==> config.mk <==
export PLATFORM = sky130hd
export DESIGN_NAME = parity_window_ctrl_flat
export DESIGN_NICKNAME = d
export VERILOG_FILES = /design/src/rtl/parity_window_ctrl_pkg.sv /design/src/rtl/parity_window_ctrl_if.sv /design/src/rtl/parity_window_ctrl_rr_arb2.sv /design/src/rtl/parity_window_ctrl.sv /design/src/flat_wrapper.sv
export SDC_FILE = /design/constraint.sdc
export NUM_CORES = 1
export LEC_CHECK = 0
export BUFFER_PORTS_ARGS = -buffer_cell sky130_fd_sc_hd__buf_2
export CORE_ASPECT_RATIO = 0.75
export CORE_MARGIN = 1
export CORE_UTILIZATION = 35
export DETAILED_ROUTE_END_ITERATION = 8
export PLACE_DENSITY = 0.54
export SETUP_SLACK_MARGIN = 0.02
export SYNTH_ARGS = -nofsm -noshare
export SYNTH_HDL_FRONTEND = slang
export SYNTH_SLANG_ARGS = --single-unit
==> constraint.sdc <==
create_clock -name clk -period 2.1 [get_ports clk]
set_input_delay 0.525 -clock clk [delete_from_list [all_inputs] [get_ports clk]]
set_output_delay 0.525 -clock clk [all_outputs]
set_load 0.02 [all_outputs]
==> src/rtl/parity_window_ctrl_pkg.sv <==
// Shared types for the parity window controller: FSM state encoding and counter sizing.
// Combinational helpers only; no latency or backpressure of its own.
package parity_window_ctrl_pkg;

  typedef enum logic [1:0] {
    IDLE  = 2'd0,
    SHIFT = 2'd1,
    DRAIN = 2'd2,
    DONE  = 2'd3
  } state_t;

  // Bit counter must reach WIDTH-1 while still representing values up to WIDTH.
  function automatic int cnt_width(input int width);
    return $clog2(width + 1);
  endfunction

endpackage

==> src/rtl/parity_window_ctrl_if.sv <==
// Requester, detector and result signals of the parity window controller.
// master = controller side, slave = requesters/consumer/detector side.
interface parity_window_ctrl_if #(parameter int WIDTH = 8);

  logic             req0_valid;
  logic [WIDTH-1:0] req0_data;
  logic             req0_ready;
  logic             req1_valid;
  logic [WIDTH-1:0] req1_data;
  logic             req1_ready;
  logic             det_rst;
  logic             det_w;
  logic             det_z;
  logic             res_valid;
  logic [WIDTH-3:0] res_data;
  logic             res_src;
  logic             res_ready;

  modport master (
    input  req0_valid, req0_data, req1_valid, req1_data, det_z, res_ready,
    output req0_ready, req1_ready, det_rst, det_w, res_valid, res_data, res_src
  );

  modport slave (
    output req0_valid, req0_data, req1_valid, req1_data, det_z, res_ready,
    input  req0_ready, req1_ready, det_rst, det_w, res_valid, res_data, res_src
  );

endinterface

==> src/rtl/parity_window_ctrl_rr_arb2.sv <==
// Two-way round-robin grant; combinational grant, last-served register updated on grant.
// Zero latency; grants only while en is high, loser stays pending for the next round.
module rr_arb2 (
  input  logic       clk,
  input  logic       rst,
  input  logic       en,
  input  logic [1:0] req,
  output logic [1:0] gnt,
  output logic       src
);

  logic last_src;

  always_comb begin
    gnt = 2'b00;
    if (en) begin
      if (req[0] && req[1]) gnt = last_src ? 2'b01 : 2'b10;
      else                  gnt = req;
    end
  end

  assign src = gnt[1];

  // Resets to 1 so requester 0 wins the first tie.
  always_ff @(posedge clk or posedge rst) begin
    if (rst)       last_src <= 1'b1;
    else if (|gnt) last_src <= gnt[1];
  end

endmodule

==> src/rtl/parity_window_ctrl.sv <==
// Arbitrates two requesters, streams the won word LSB-first into the detector and returns sampled window parities.
// Result valid WIDTH+1 cycles after handshake; DONE holds until res_ready, requesters see ready=0 meanwhile.
module parity_window_ctrl
  import parity_window_ctrl_pkg::*;
#(
  parameter int WIDTH = 8
) (
  input  logic                 clk,
  input  logic                 rst,
  parity_window_ctrl_if.master bus
);

  localparam int RW = WIDTH - 2;
  localparam int CW = cnt_width(WIDTH);

  state_t           state;
  logic [CW-1:0]    cnt;
  logic [WIDTH-1:0] shreg;
  logic [RW-1:0]    res_data_q;
  logic             res_src_q;
  logic             res_valid_q;
  logic             det_rst_q;
  logic             det_w_q;

  logic [1:0]       gnt;
  logic             gnt_src;
  logic [WIDTH-1:0] gnt_data;
  logic             arb_en;

  assign arb_en = (state == IDLE) && !rst;

  rr_arb2 u_arb (
    .clk (clk),
    .rst (rst),
    .en  (arb_en),
    .req ({bus.req1_valid, bus.req0_valid}),
    .gnt (gnt),
    .src (gnt_src)
  );

  assign gnt_data = gnt_src ? bus.req1_data : bus.req0_data;

  // shreg holds the bits not yet presented; det_w is registered one bit ahead.
  always_ff @(posedge clk or posedge rst) begin
    if (rst) begin
      state       <= IDLE;
      cnt         <= '0;
      shreg       <= '0;
      res_data_q  <= '0;
      res_src_q   <= 1'b0;
      res_valid_q <= 1'b0;
      det_rst_q   <= 1'b1;
      det_w_q     <= 1'b0;
    end else begin
      case (state)
        IDLE: begin
          if (|gnt) begin
            state     <= SHIFT;
            shreg     <= gnt_data >> 1;
            det_w_q   <= gnt_data[0];
            det_rst_q <= 1'b0;
            res_src_q <= gnt_src;
            cnt       <= '0;
          end
        end
        SHIFT: begin
          // Windows complete in order, so shifting in from the top lands window j at bit j.
          if (cnt >= CW'(3)) res_data_q <= (res_data_q >> 1) | (RW'(bus.det_z) << (RW - 1));
          cnt <= cnt + CW'(1);
          if (cnt == CW'(WIDTH - 1)) begin
            state   <= DRAIN;
            det_w_q <= 1'b0;
          end else begin
            det_w_q <= shreg[0];
            shreg   <= shreg >> 1;
          end
        end
        DRAIN: begin
          res_data_q  <= (res_data_q >> 1) | (RW'(bus.det_z) << (RW - 1));
          state       <= DONE;
          res_valid_q <= 1'b1;
          det_rst_q   <= 1'b1;
        end
        DONE: begin
          if (bus.res_ready) begin
            state       <= IDLE;
            res_valid_q <= 1'b0;
          end
        end
        default: state <= IDLE;
      endcase
    end
  end

  assign bus.req0_ready = gnt[0];
  assign bus.req1_ready = gnt[1];
  assign bus.det_rst    = det_rst_q;
  assign bus.det_w      = det_w_q;
  assign bus.res_valid  = res_valid_q;
  assign bus.res_data   = res_data_q;
  assign bus.res_src    = res_src_q;

endmodule
==> src/flat_wrapper.sv <==
// flat-port wrapper written by rule: the top's interface ports become plain ports
module parity_window_ctrl_flat import parity_window_ctrl_pkg::*;
#(
  parameter int WIDTH = 8
)
  (clk, rst, bus_req0_valid, bus_req0_data, bus_req1_valid, bus_req1_data, bus_det_z, bus_res_ready, bus_req0_ready, bus_req1_ready, bus_det_rst, bus_det_w, bus_res_valid, bus_res_data, bus_res_src);
  parity_window_ctrl_if #(.WIDTH(WIDTH)) bus_i ();
  input  logic clk;
  input  logic rst;
  input wire logic [$bits(bus_i.req0_valid)-1:0] bus_req0_valid;
  input wire logic [$bits(bus_i.req0_data)-1:0] bus_req0_data;
  input wire logic [$bits(bus_i.req1_valid)-1:0] bus_req1_valid;
  input wire logic [$bits(bus_i.req1_data)-1:0] bus_req1_data;
  input wire logic [$bits(bus_i.det_z)-1:0] bus_det_z;
  input wire logic [$bits(bus_i.res_ready)-1:0] bus_res_ready;
  output wire logic [$bits(bus_i.req0_ready)-1:0] bus_req0_ready;
  output wire logic [$bits(bus_i.req1_ready)-1:0] bus_req1_ready;
  output wire logic [$bits(bus_i.det_rst)-1:0] bus_det_rst;
  output wire logic [$bits(bus_i.det_w)-1:0] bus_det_w;
  output wire logic [$bits(bus_i.res_valid)-1:0] bus_res_valid;
  output wire logic [$bits(bus_i.res_data)-1:0] bus_res_data;
  output wire logic [$bits(bus_i.res_src)-1:0] bus_res_src;
  assign bus_i.req0_valid = bus_req0_valid;
  assign bus_i.req0_data = bus_req0_data;
  assign bus_i.req1_valid = bus_req1_valid;
  assign bus_i.req1_data = bus_req1_data;
  assign bus_i.det_z = bus_det_z;
  assign bus_i.res_ready = bus_res_ready;
  assign bus_req0_ready = bus_i.req0_ready;
  assign bus_req1_ready = bus_i.req1_ready;
  assign bus_det_rst = bus_i.det_rst;
  assign bus_det_w = bus_i.det_w;
  assign bus_res_valid = bus_i.res_valid;
  assign bus_res_data = bus_i.res_data;
  assign bus_res_src = bus_i.res_src;
  parity_window_ctrl #(.WIDTH(WIDTH)) u_core (.clk(clk), .rst(rst), .bus(bus_i));
endmodule
# == Yosys cells after proc, flatten, opt, wreduce, memory -nomap -nowiden ==
# Cells that the tools add are included.
# op_classes
addsub,1
magnitude_cmp,1
eq_ne,9
mux,22
n_bitwise,1
n_reduce_logical,16
# ops
op,count
8-bit 2-to-1 mux,3
8-bit one-hot mux with 2 select lines,1
2-bit 2-to-1 mux,6
6-bit one-hot mux with 2 select lines,1
2-bit AND reduction,5
2-bit one-hot mux with 4 select lines,1
4-bit one-hot mux with 2 select lines,1
2-bit nonzero test,4
6-bit 2-to-1 mux,1
2-bit != test (second input constant),3
5-bit by 6-bit OR with 6-bit output,1
1-bit one-hot mux with 2 select lines,3
3-bit AND reduction,2
4-bit by 1-bit adder with 4-bit output (second input constant),1
2-bit == test (second input constant),2
4-bit by 3-bit == test with 1-bit output (second input constant),1
4-bit by 2-bit >= comparator with 1-bit output (second input constant),1
1-bit 2-to-1 mux,4
4-bit 2-to-1 mux,1
2-bit by 1-bit != test with 1-bit output (second input constant),2
2-bit by 1-bit == test with 1-bit output (second input constant),1
1-bit logical AND,2
2-bit logical NOT,1
2-bit OR reduction,1
1-bit logical NOT,1
# word_totals
ff_bits,25
input_bits,22
out_inout_bits,12
word_cells,59

# == Logic depth before layout (Yosys ltp) ==
# depth
ltp_word,6
depth_mapped,7

# == Cells and area by module ==
# A second synthesis with hierarchy kept.
# hier_totals
cells_unflattened,120
hier_area_um2,1308.8
# modules_own_cells
mod,n_inst,cells_per_inst,area_per_inst_um2,seq_area_each_um2
parity_window_ctrl,1,110,1234.9,576.8
rr_arb2,1,10,73.8,26.3

# == Worst setup path before layout ==
# OpenSTA, ideal clock, no wires.
# synth_path
path_kind,flip-flop to output port
start,reg u_core.state[0]
end,out bus_req1_ready
t_arrival_ps,1420
t_required_ps,1575
setup_slack_ps,155
path_stages_with_launch,7
n_path_buf,1
cell_sequence,dfrtp_1 -> inv_1 -> ha_1 -> nor2b_1 -> nand3_1 -> buf_2 -> inv_1
# synth_between
elab_chain_len,3
# synth_lines
item,line,text
start: declaration,parity_window_ctrl.sv:16,state_t state;
start signal: assignment,parity_window_ctrl.sv:46,state <= IDLE;
start signal: assignment,parity_window_ctrl.sv:58,state <= SHIFT;
start signal: assignment,parity_window_ctrl.sv:71,state <= DRAIN;
2-bit logical NOT,parity_window_ctrl.sv:30,assign arb_en = (state == IDLE) && !rst;
1-bit logical AND,parity_window_ctrl.sv:30,
2-bit 2-to-1 mux,parity_window_ctrl_rr_arb2.sv:16,if (en) begin
end: declaration,flat_wrapper.sv:17,output wire logic [$bits(bus_i.req1_ready)-1:0] bus_req1_ready;
# No other way between the ends.

# == Final worst setup path ==
# layout_path
start,reg u_core.state[1]
end,reg u_core.res_data_q[2] (netlist: u_core.bus.res_data[2])
# layout_between
elab_chain_len,3
# layout_lines
item,line,text
2-bit by 1-bit == test with 1-bit output / 2-bit == test (equally long branches),parity_window_ctrl.sv:55,case (state)
2-bit by 1-bit != test with 1-bit output (no line) / 2-bit nonzero test (equally long branches),n/a,
2-bit AND reduction (no line),n/a,
end signal: assignment,parity_window_ctrl.sv:68,if (cnt >= CW'(3)) res_data_q <= (res_data_q >> 1) | (RW'(bus.det_z) << (RW - 1));
end signal: assignment,parity_window_ctrl.sv:79,res_data_q <= (res_data_q >> 1) | (RW'(bus.det_z) << (RW - 1));
end: declaration,parity_window_ctrl.sv:19,logic [RW-1:0] res_data_q;
# Parallel ways exist; a longest one is shown, timed or not.
# A chain may end at the register's enable or synchronous reset.

==> results.py <==
metrics = {
    "yosys": {
        "syn-cell-area_um2": 1250,
        "synthTopCellsByArea": "dfrtp_1 44%, mux2i_1 7.2%, mux2_2 5.4%",
        "synth_edf_count": 0,
        "postSynthCellCount": 118,
        "ys.flop_type": "dfrtp_1",
        "synth_top_area_share": 0.441,
        "ys.warnings.count": 0,
        "avgSynthCellArea_um2": 10.6,
        "ys_seq_elements": 24,
        "synth_top_area_cell": "dfrtp_1",
        "yosys.cell_types.count": 27,
        "seq_area_frac_synth": 0.483,
        "synth_common_cells": "22 x dfrtp_1, 13 x o21ai_0, 9 x mux2i_1, 9 x nand2_1",
        "yosysMostFrequentCell": "dfrtp_1",
        "synth_nets": 145,
        "async_reset_ff_frac": 1.00,
    },
    "critical_path": {
        "end_kind": "flop",
        "cp.arrival_ps": 2150,
        "critPathKind": "flop to flop",
        "critPathRequiredTime_ps": 2260,
        "cp-start-kind": "flop",
        "path_max_fanout": 6,
    },
    "drt": {
        "ant_nets": 0,
        "wirelength_mm": 2.73,
        "wl_per_cell_um": 13.7,
        "drtPass1Iterations": 6,
        "first_iter_violations": 57,
        "via_count": 1040,
        "drc": 0,
        "viasPerCell": 5.23,
    },
    "placed_design": {
        "dp_cells": 194,
        "placed_area_um2": 1500,
        "finalWeightedCongestion": 0.752,
        "dp_slack_ps": 156,
        "portBuffers": 33,
        "dp_hpwl_mm": 2.09,
    },
    "cts": {
        "clock_latency_ps": 270,
        "cts_buffers": 3,
        "cts_tree": "done",
        "clk_pin_slew_ps": 90,
        "cts_buffer_depth": 2,
        "cts-root-buf": "clkbuf_8",
        "cts_sinks": 24,
        "ctsHtreeMaxLevel": 1,
        "cts_hold_buf": 0,
    },
    "floorplanning": {
        "rows": 18,
        "num_io_pins": 34,
        "initial_core_util": 0.372,
        "die_h_um": 53.7,
        "dieArea_um2": 3810,
        "core_area_um2": 3360,
        "die_x_um": 71.0,
    },
    "global_routing": {
        "grtUsageTotal": 0.163,
        "grt_pass1_wl_mm": 4.62,
        "grt_pass1_vias": 947,
        "grt_max_degree": 21,
        "grt-ovfl-total": 0,
        "antenna_found_initial": 0,
    },
    "timing": {
        "setup_slack_ps": 100,
        "tightestPinTransition_ps": 466,
        "skew_ps": 8.03,
        "max_freq_mhz": 500,
        "rsz0062_at_grt": "false",
        "hold_violations": 0,
        "setup_viol_count_final": 0,
        "slew_headroom": 0.689,
        "setup-tns-final_ps": 0,
        "fin_crit_sh": 0.952,
        "slew_violations": 0,
        "fin_crit_ps": 2000,
    },
    "pwr": {
        "p_per_area_nw_per_um2": 1530,
        "ir_drop_uv": 442,
        "p_leak_uw": 0.000808,
    },
    "final_layout": {
        "n_antenna_cell": 0,
        "drive_gt1_frac": 0.390,
        "final_area_um2": 1610,
        "nets": 187,
        "area_delta_synth_final_pct": 28.7,
        "finalNonFillerCells": 199,
    },
    "hold_path": {
        "hold_path_class": "input pin to asynchronous set/reset pin",
    },
    "run": {
        "drv_cap": 0,
    },
    "run_status": {
        "run_status": "finished clean",
    },
}
[final timing paths]
check	from	end	slack [ps]	cells past startpoint
hold reg to reg	u_core.u_arb.last_src$_DFFE_PP1P_	u_core.u_arb.last_src$_DFFE_PP1P_	470	2
hold / removal	rst	u_core.state[0]$_DFFE_PP0P_	290	2
max in group asynchronous	rst	u_core.bus.res_data[2]$_DFFE_PP0P_	1260	3
setup / recovery	u_core.state[1]$_DFFE_PP0P_	u_core.bus.res_data[2]$_DFFE_PP0P_	100	6
min in group clk	bus_res_ready	u_core.bus.res_valid$_DFFE_PP0P_	450	2
setup reg to reg	u_core.state[1]$_DFFE_PP0P_	u_core.bus.res_data[2]$_DFFE_PP0P_	100	6
[sequential cells by signal, summed over array words and instances, names as in the netlist, 2 cells and up]
| signal | flops |
|---|---|
| u_core.bus.res_data | 6 |
| u_core.shreg | 7 |
| u_core.cnt | 4 |
| u_core.state | 2 |
[power breakdown]
part | internal (uW) | total (uW) | switching, uW
Clock | 255 | 405 | 150
Combinational | 571 | 1210 | 636
Sequential | 706 | 852 | 146
Total | 1530 | 2460 | 933
[layout make-up]
type / count / area (um^2)
Sequential cell: 24 / 603
Inverter: 7 / 26.3
Multi-Input combinational cell: 83 / 628
Clock buffer: 3 / 41.3
Tap cell: 40 / 50.0
Clock inverter: 1 / 30.0
Fill cell: 323 / 1750
Timing Repair Buffer: 41 / 228
[stage by stage]
stage / power (uW) / hold slack, ps / util
detailed placement: 2020 / 458 / 0.447
floorplan: 1680 / 444 / -
global placement: 1970 / 454 / 0.447
CTS: 2440 / 296 / 0.471
finish: 2460 / 285 / 0.479
global route: 2670 / 315 / 0.479
[cells in the final DEF, fill, tap and decap left out, types with 4 or more instances in the layout]
cell type	n
buf_2	32
dfrtp_1	22
o21ai_0	13
nand2_1	9
mux2i_1	9
buf_4	9
nand4b_1	6
o211ai_1	6
mux2_2	6
inv_1	5
a21oi_1	5
ha_1	4
[kinds of logic after synthesis]
group | share of synthesized area
AOI/OAI and AO/OA | 0.165
adders and majority gates | 0.0501
buffers and inverters | 0.0341
DFF | 0.483
muxes | 0.126
and+or+nand+nor | 0.141
[worst max-delay path, cell delays in order, from the launching register on]
cell,delay (ps)
dfrtp_1,410
inv_1,130
ha_1,210
inv_2,60
or4_1,530
o21ai_2,160
mux2_2,380
[timing repair]
item,4_1_cts,5_1_grt
gates resized for setup,3,4
setup buffers,0,1
endpoints found under the setup margin,2,2
[per-layer routing]
| metal | vias to the layer above | part of all wire | GRT usage | wire [um] |
|---|---|---|---|---|
| met4 | 0 | 0.014 | 0.0600 | 39 |
| met1 | 492 | 0.46 | 0.210 | 1250 |
| met5 | - | 0 | 0 | 0 |
| li1 | 510 | - | - | - |
| met3 | 5 | 0.059 | 0.0468 | 160 |
| met2 | 33 | 0.47 | 0.264 | 1290 |
(Power assumes the default switching activity.)
